==> config.mk <==
export PLATFORM = sky130hd
export DESIGN_NAME = mesh_job_driver
export DESIGN_NICKNAME = d
export VERILOG_FILES = /design/src/rtl/mesh_job_driver.sv
export SDC_FILE = /design/constraint.sdc
export NUM_CORES = 1
export LEC_CHECK = 0
export CAP_MARGIN = 10
export CORE_MARGIN = 1.5
export CORE_UTILIZATION = 42
export CTS_CLUSTER_SIZE = 10
export DETAILED_ROUTE_END_ITERATION = 7
export PLACE_DENSITY = 0.79
export SETUP_SLACK_MARGIN = 0.15
export SYNTH_ARGS = -nofsm -noshare
export SYNTH_HDL_FRONTEND = slang
export SYNTH_SLANG_ARGS = --single-unit
==> constraint.sdc <==
create_clock -name clk -period 1.7 [get_ports clk]
set_clock_uncertainty 0.15 [all_clocks]
set_input_delay 0.34 -clock clk [delete_from_list [all_inputs] [get_ports clk]]
set_output_delay 0.34 -clock clk [all_outputs]
set_load 0.01 [all_outputs]
==> src/rtl/mesh_job_driver.sv <==
// mesh_job_driver: host-side initiator for the mesh top. Streams weights into
// the mesh preload port, launches one job per input vector, waits a fixed
// compute window and hands the captured result back on a valid/ready stream.
module mesh_job_driver #(
    parameter int DW          = 8,
    parameter int ROWS        = 1,
    parameter int COLS        = 1,
    parameter int ROW_W       = 1,
    parameter int COL_W       = 2,
    parameter int ACC_W       = 16,
    parameter int N_WEIGHTS   = 4,
    parameter int COMPUTE_CYC = 8
) (
    input  logic                    clk,
    input  logic                    rst,
    input  logic                    reload,
    input  logic                    w_valid,
    output logic                    w_ready,
    input  logic [DW-1:0]           w_data,
    input  logic                    x_valid,
    output logic                    x_ready,
    input  logic [COLS*DW-1:0]      x_data,
    output logic                    res_valid,
    input  logic                    res_ready,
    output logic [ROWS*ACC_W-1:0]   res_data,
    output logic                    preload_valid,
    output logic [ROW_W+COL_W-1:0]  preload_addr,
    output logic [DW-1:0]           preload_data,
    output logic                    start,
    output logic [COLS*DW-1:0]      x_vector_flat,
    input  logic [ROWS*ACC_W-1:0]   result_flat,
    output logic                    busy
);

    localparam int AW = ROW_W + COL_W;
    localparam int CW = $clog2(COMPUTE_CYC + 1);

    typedef enum logic [2:0] {
        S_LOAD,
        S_IDLE,
        S_START,
        S_RUN,
        S_DONE
    } state_t;

    state_t                  state_q, state_d;
    logic [AW-1:0]           wcnt_q, wcnt_d;
    logic [CW-1:0]           ccnt_q, ccnt_d;
    logic                    pl_valid_q, pl_valid_d;
    logic [AW-1:0]           pl_addr_q, pl_addr_d;
    logic [DW-1:0]           pl_data_q, pl_data_d;
    logic [COLS*DW-1:0]      xvec_q, xvec_d;
    logic                    res_valid_q, res_valid_d;
    logic [ROWS*ACC_W-1:0]   res_data_q, res_data_d;

    // State-decoded handshake/status outputs; forced low while reset is held.
    always_comb begin
        w_ready = !rst && (state_q == S_LOAD);
        x_ready = !rst && (state_q == S_IDLE) && !reload;
        start   = !rst && (state_q == S_START);
        busy    = !rst && (state_q != S_IDLE);
    end

    assign preload_valid = pl_valid_q;
    assign preload_addr  = pl_addr_q;
    assign preload_data  = pl_data_q;
    assign x_vector_flat = xvec_q;
    assign res_valid     = res_valid_q;
    assign res_data      = res_data_q;

    // Next-state logic for the job sequencer and its registered outputs.
    always_comb begin
        state_d     = state_q;
        wcnt_d      = wcnt_q;
        ccnt_d      = ccnt_q;
        pl_valid_d  = 1'b0;
        pl_addr_d   = pl_addr_q;
        pl_data_d   = pl_data_q;
        xvec_d      = xvec_q;
        res_valid_d = res_valid_q;
        res_data_d  = res_data_q;

        unique case (state_q)
            S_LOAD: begin
                if (w_valid && w_ready) begin
                    pl_valid_d = 1'b1;
                    pl_addr_d  = wcnt_q;
                    pl_data_d  = w_data;
                    if (wcnt_q == AW'(N_WEIGHTS - 1)) begin
                        wcnt_d  = '0;
                        state_d = S_IDLE;
                    end else begin
                        wcnt_d = wcnt_q + 1'b1;
                    end
                end
            end
            S_IDLE: begin
                if (reload) begin
                    wcnt_d  = '0;
                    state_d = S_LOAD;
                end else if (x_valid) begin
                    xvec_d  = x_data;
                    state_d = S_START;
                end
            end
            S_START: begin
                ccnt_d  = '0;
                state_d = S_RUN;
            end
            S_RUN: begin
                ccnt_d = ccnt_q + 1'b1;
                if (ccnt_q == CW'(COMPUTE_CYC - 1)) begin
                    res_data_d  = result_flat;
                    res_valid_d = 1'b1;
                    state_d     = S_DONE;
                end
            end
            S_DONE: begin
                if (res_ready) begin
                    res_valid_d = 1'b0;
                    state_d     = S_IDLE;
                end
            end
            default: state_d = S_LOAD;
        endcase
    end

    // State and output registers; reset drops any job and invalidates weights.
    always_ff @(posedge clk) begin
        if (rst) begin
            state_q     <= S_LOAD;
            wcnt_q      <= '0;
            ccnt_q      <= '0;
            pl_valid_q  <= 1'b0;
            pl_addr_q   <= '0;
            pl_data_q   <= '0;
            xvec_q      <= '0;
            res_valid_q <= 1'b0;
            res_data_q  <= '0;
        end else begin
            state_q     <= state_d;
            wcnt_q      <= wcnt_d;
            ccnt_q      <= ccnt_d;
            pl_valid_q  <= pl_valid_d;
            pl_addr_q   <= pl_addr_d;
            pl_data_q   <= pl_data_d;
            xvec_q      <= xvec_d;
            res_valid_q <= res_valid_d;
            res_data_q  <= res_data_d;
        end
    end

endmodule

==> reports/qor.csv, run 1 <==
metric;value;unit
die_w;70.8;um
yosysTopAreaCell;dfxtp_1;
slew_viol_final;0;
seqPwrFrac;40.3;%
max_slew_margin;81.6;%
setup_viol;7;
cp-startpoint;state_q[2];
crit_path_end_kind;output port;
die_area;0.00501;mm^2
cts_buffers;5;
ys_ff_latch;47;
r2r-start;state_q[0];
synthFlopType;dfxtp_1;
synth.top_cells.by_count;nand2_1, dfxtp_1, a21oi_1, nand3_1, nand3b_1;
pwr-share-clk;27.4;%
layout.nets;385;
synth_cell_types;33;
clk_latency;0.31;ns
max_stage_delay;0.38;ns
failed_checks;negative setup slack;
cts_buffer_depth;2;
die_height;70.8;um
drv_cap;0;
synth_area;0.00193;mm^2
wire_per_inst;15.4;um
arrival;1.34;ns
path_max_fanout;4;
num_rows;24;
num_vias;2100;
grt_max_degree;17;
fin_crit;1.83;ns
combPwrFrac;32.3;%
hp-class;register to register;
cts_tree;built;
yosysSeqAreaShare;48.8;%
place_ws;-0.366;ns
fin_ws;-0.125;ns
p_int;2.16;mW
ioPinCount;79;
power_per_cell_area;883;mW/mm^2
syn2layout_area_growth;77.5;%
dp_hpwl;3.48;mm
fmax;0.548;GHz
port_buffers;78;
swShare;28.5;%
core_area;0.00438;mm^2
required;1.21;ns
final_hold_viol_count;0;
ys_warn_count;0;
yosys.area.top_type_share;48.8;%
initial_core_util;44.0;%
htree_levels;2;
crit_chain;nor3b_4 -> buf_4 -> nor3b_2 -> buf_2;
p_leak;1.57;nW
clockRootBuffer;clkbuf_8;
drc;0;
syn_avg_cell_area;8.17;um^2
tightest_slew;0.276;ns
vdd_drop_max;0.671;mV
whs;0.302;ns
mappedNetlistNets;276;
via_per_inst;5.28;
ant_nets;0;
critical_path_class;register to output port;
grt_pass1_wl;8.27;mm
diodes;0;
postLayoutCoreUtil;78.1;%
min_from;x_vector_flat[3];
drt-pass1-iter-count;4;
wl;6.14;mm
syn-instance-count;236;
first_global_vias;1842;
grt_overflow_total;0;
start_kind;register;
ys_async_sr_fraction;0;%
fin_crit_sh;107;%
clock_sinks;47;
power_switching;0.861;mW
synth_edf_count;0;
final_layout_size_suffix_gt1_share;31.5;%
clk_pin_slew;0.09;ns
gp_congestion;0.778;
antenna_found_initial;0;
rsz0062_at_grt;true;
grtUsageTotal;20.4;%
p_total;3.02;mW
yosysMostFrequentCell;nand2_1;
ys_top_cells_by_area;dfxtp_1, nand2_1, a21oi_1;
crit_slowest_cell;dfxtp_4;
drtIter0Drc;78;
status;finished, violations left;
[cells in the final DEF, fill, tap and decap left out, types with 3 or more instances in the layout]
cell	count
buf_2	4
a21oi_1	14
buf_6	14
nand2_1	51
clkbuf_8	5
dlygate4sd2_1	37
nand3_1	12
nand2_4	14
buf_4	25
nor3_1	3
a21oi_2	18
nand2b_1	4
nor2_1	9
dfxtp_4	3
clkdlybuf4s50_1	36
inv_1	3
nand3b_1	12
dfxtp_1	42
[power groups by stage]
stage	combinational (mW)	clock, mW	sequential, mW
final	0.977	0.827	1.22
after global routing	1.05	0.887	1.23
after CTS	0.901	0.845	1.22
after detailed placement	0.788	0	1.24
after global placement	0.780	0	1.24
after floorplan	0.371	0	1.26
[routing by layer]
| metal | routed length, um | up-vias | global-route usage [%] | share of wire, % |
|---|---|---|---|---|
| met3 | 449 | 13 | 6.98 | 7.3 |
| li1 | - | 1011 | - | - |
| met2 | 3070 | 94 | 35.1 | 50 |
| met1 | 2480 | 982 | 24.4 | 40 |
| met4 | 136 | 0 | 5.45 | 2.2 |
| met5 | 0 | - | 0 | 0 |
[layout make-up]
class / instances / area (um^2)
Tap cell: 52 / 65.1
Fill cell: 299 / 962
Clock inverter: 3 / 43.8
Sequential cell: 47 / 955
Inverter: 3 / 11.3
Timing Repair Buffer: 119 / 1110
Clock buffer: 5 / 68.8
Multi-Input combinational cell: 169 / 1160
[sequential cells by signal (all words and copies together) (netlist names)]
signal and cells:
preload_addr 3, x_vector_flat 8, preload_data 8, wcnt_q 3
ccnt_q 4, res_data 16, preload_valid 1, state_q 3
res_valid 1
[logic make-up after synthesis]
logic type,count (synthesis),share of synthesized area [%]
buffers and inverters,20,5.19
flip-flops,47,48.8
adder cells (fa/ha/maj),2,1.30
AND/OR/NAND/NOR,124,31.5
AO/OA/AOI/OAI,41,12.2
multiplexers,2,1.04
[repair_timing]
| action | CTS | global route |
|---|---|---|
| hold buffers | 0 | 0 |
| gates cloned | 0 | 1 |
| endpoints found under the hold margin | 0 | 0 |
| pin swaps | 10 | 6 |
| setup endpoints to repair | 63 | 35 |
| resized for setup | 81 | 61 |
| buffers inserted | 10 | 3 |
[critical path: cells and delay by family, from the launching register on]
family | cells | cell delay [ns]
buf+inv | 2 | 0.29
flops | 1 | 0.38
simple gates | 2 | 0.35
[path summary, 6_finish.rpt]
path | to | cells past startpoint | slack [ns]
setup / recovery | x_ready | 4 | -0.13
hold / removal | x_vector_flat[3] | 2 | 0.30
setup reg to reg | wcnt_q[0] | 6 | -0.05
hold reg to reg | x_vector_flat[3] | 2 | 0.30
[stage by stage]
step | TNS [ns] | area [um^2] | instances
6_report | -0.463 | 3420 | 398
4_1_cts | -0.348 | 3150 | 394
5_1_grt | -0.917 | 3420 | 398
2_1_floorplan | 0 | 1950 | 236
3_3_place_gp | -3.39 | 2930 | 376
3_5_place_dp | -3.22 | 2930 | 376
(Power assumes the default switching activity.)
==> run 2, diff against run 1 <==
- CAP_MARGIN: 10 -> unset
- CTS_CLUSTER_DIAMETER: unset -> 200
==> results of run 2 <==
Final layout, timing and power as in run 1 (identical DEF).
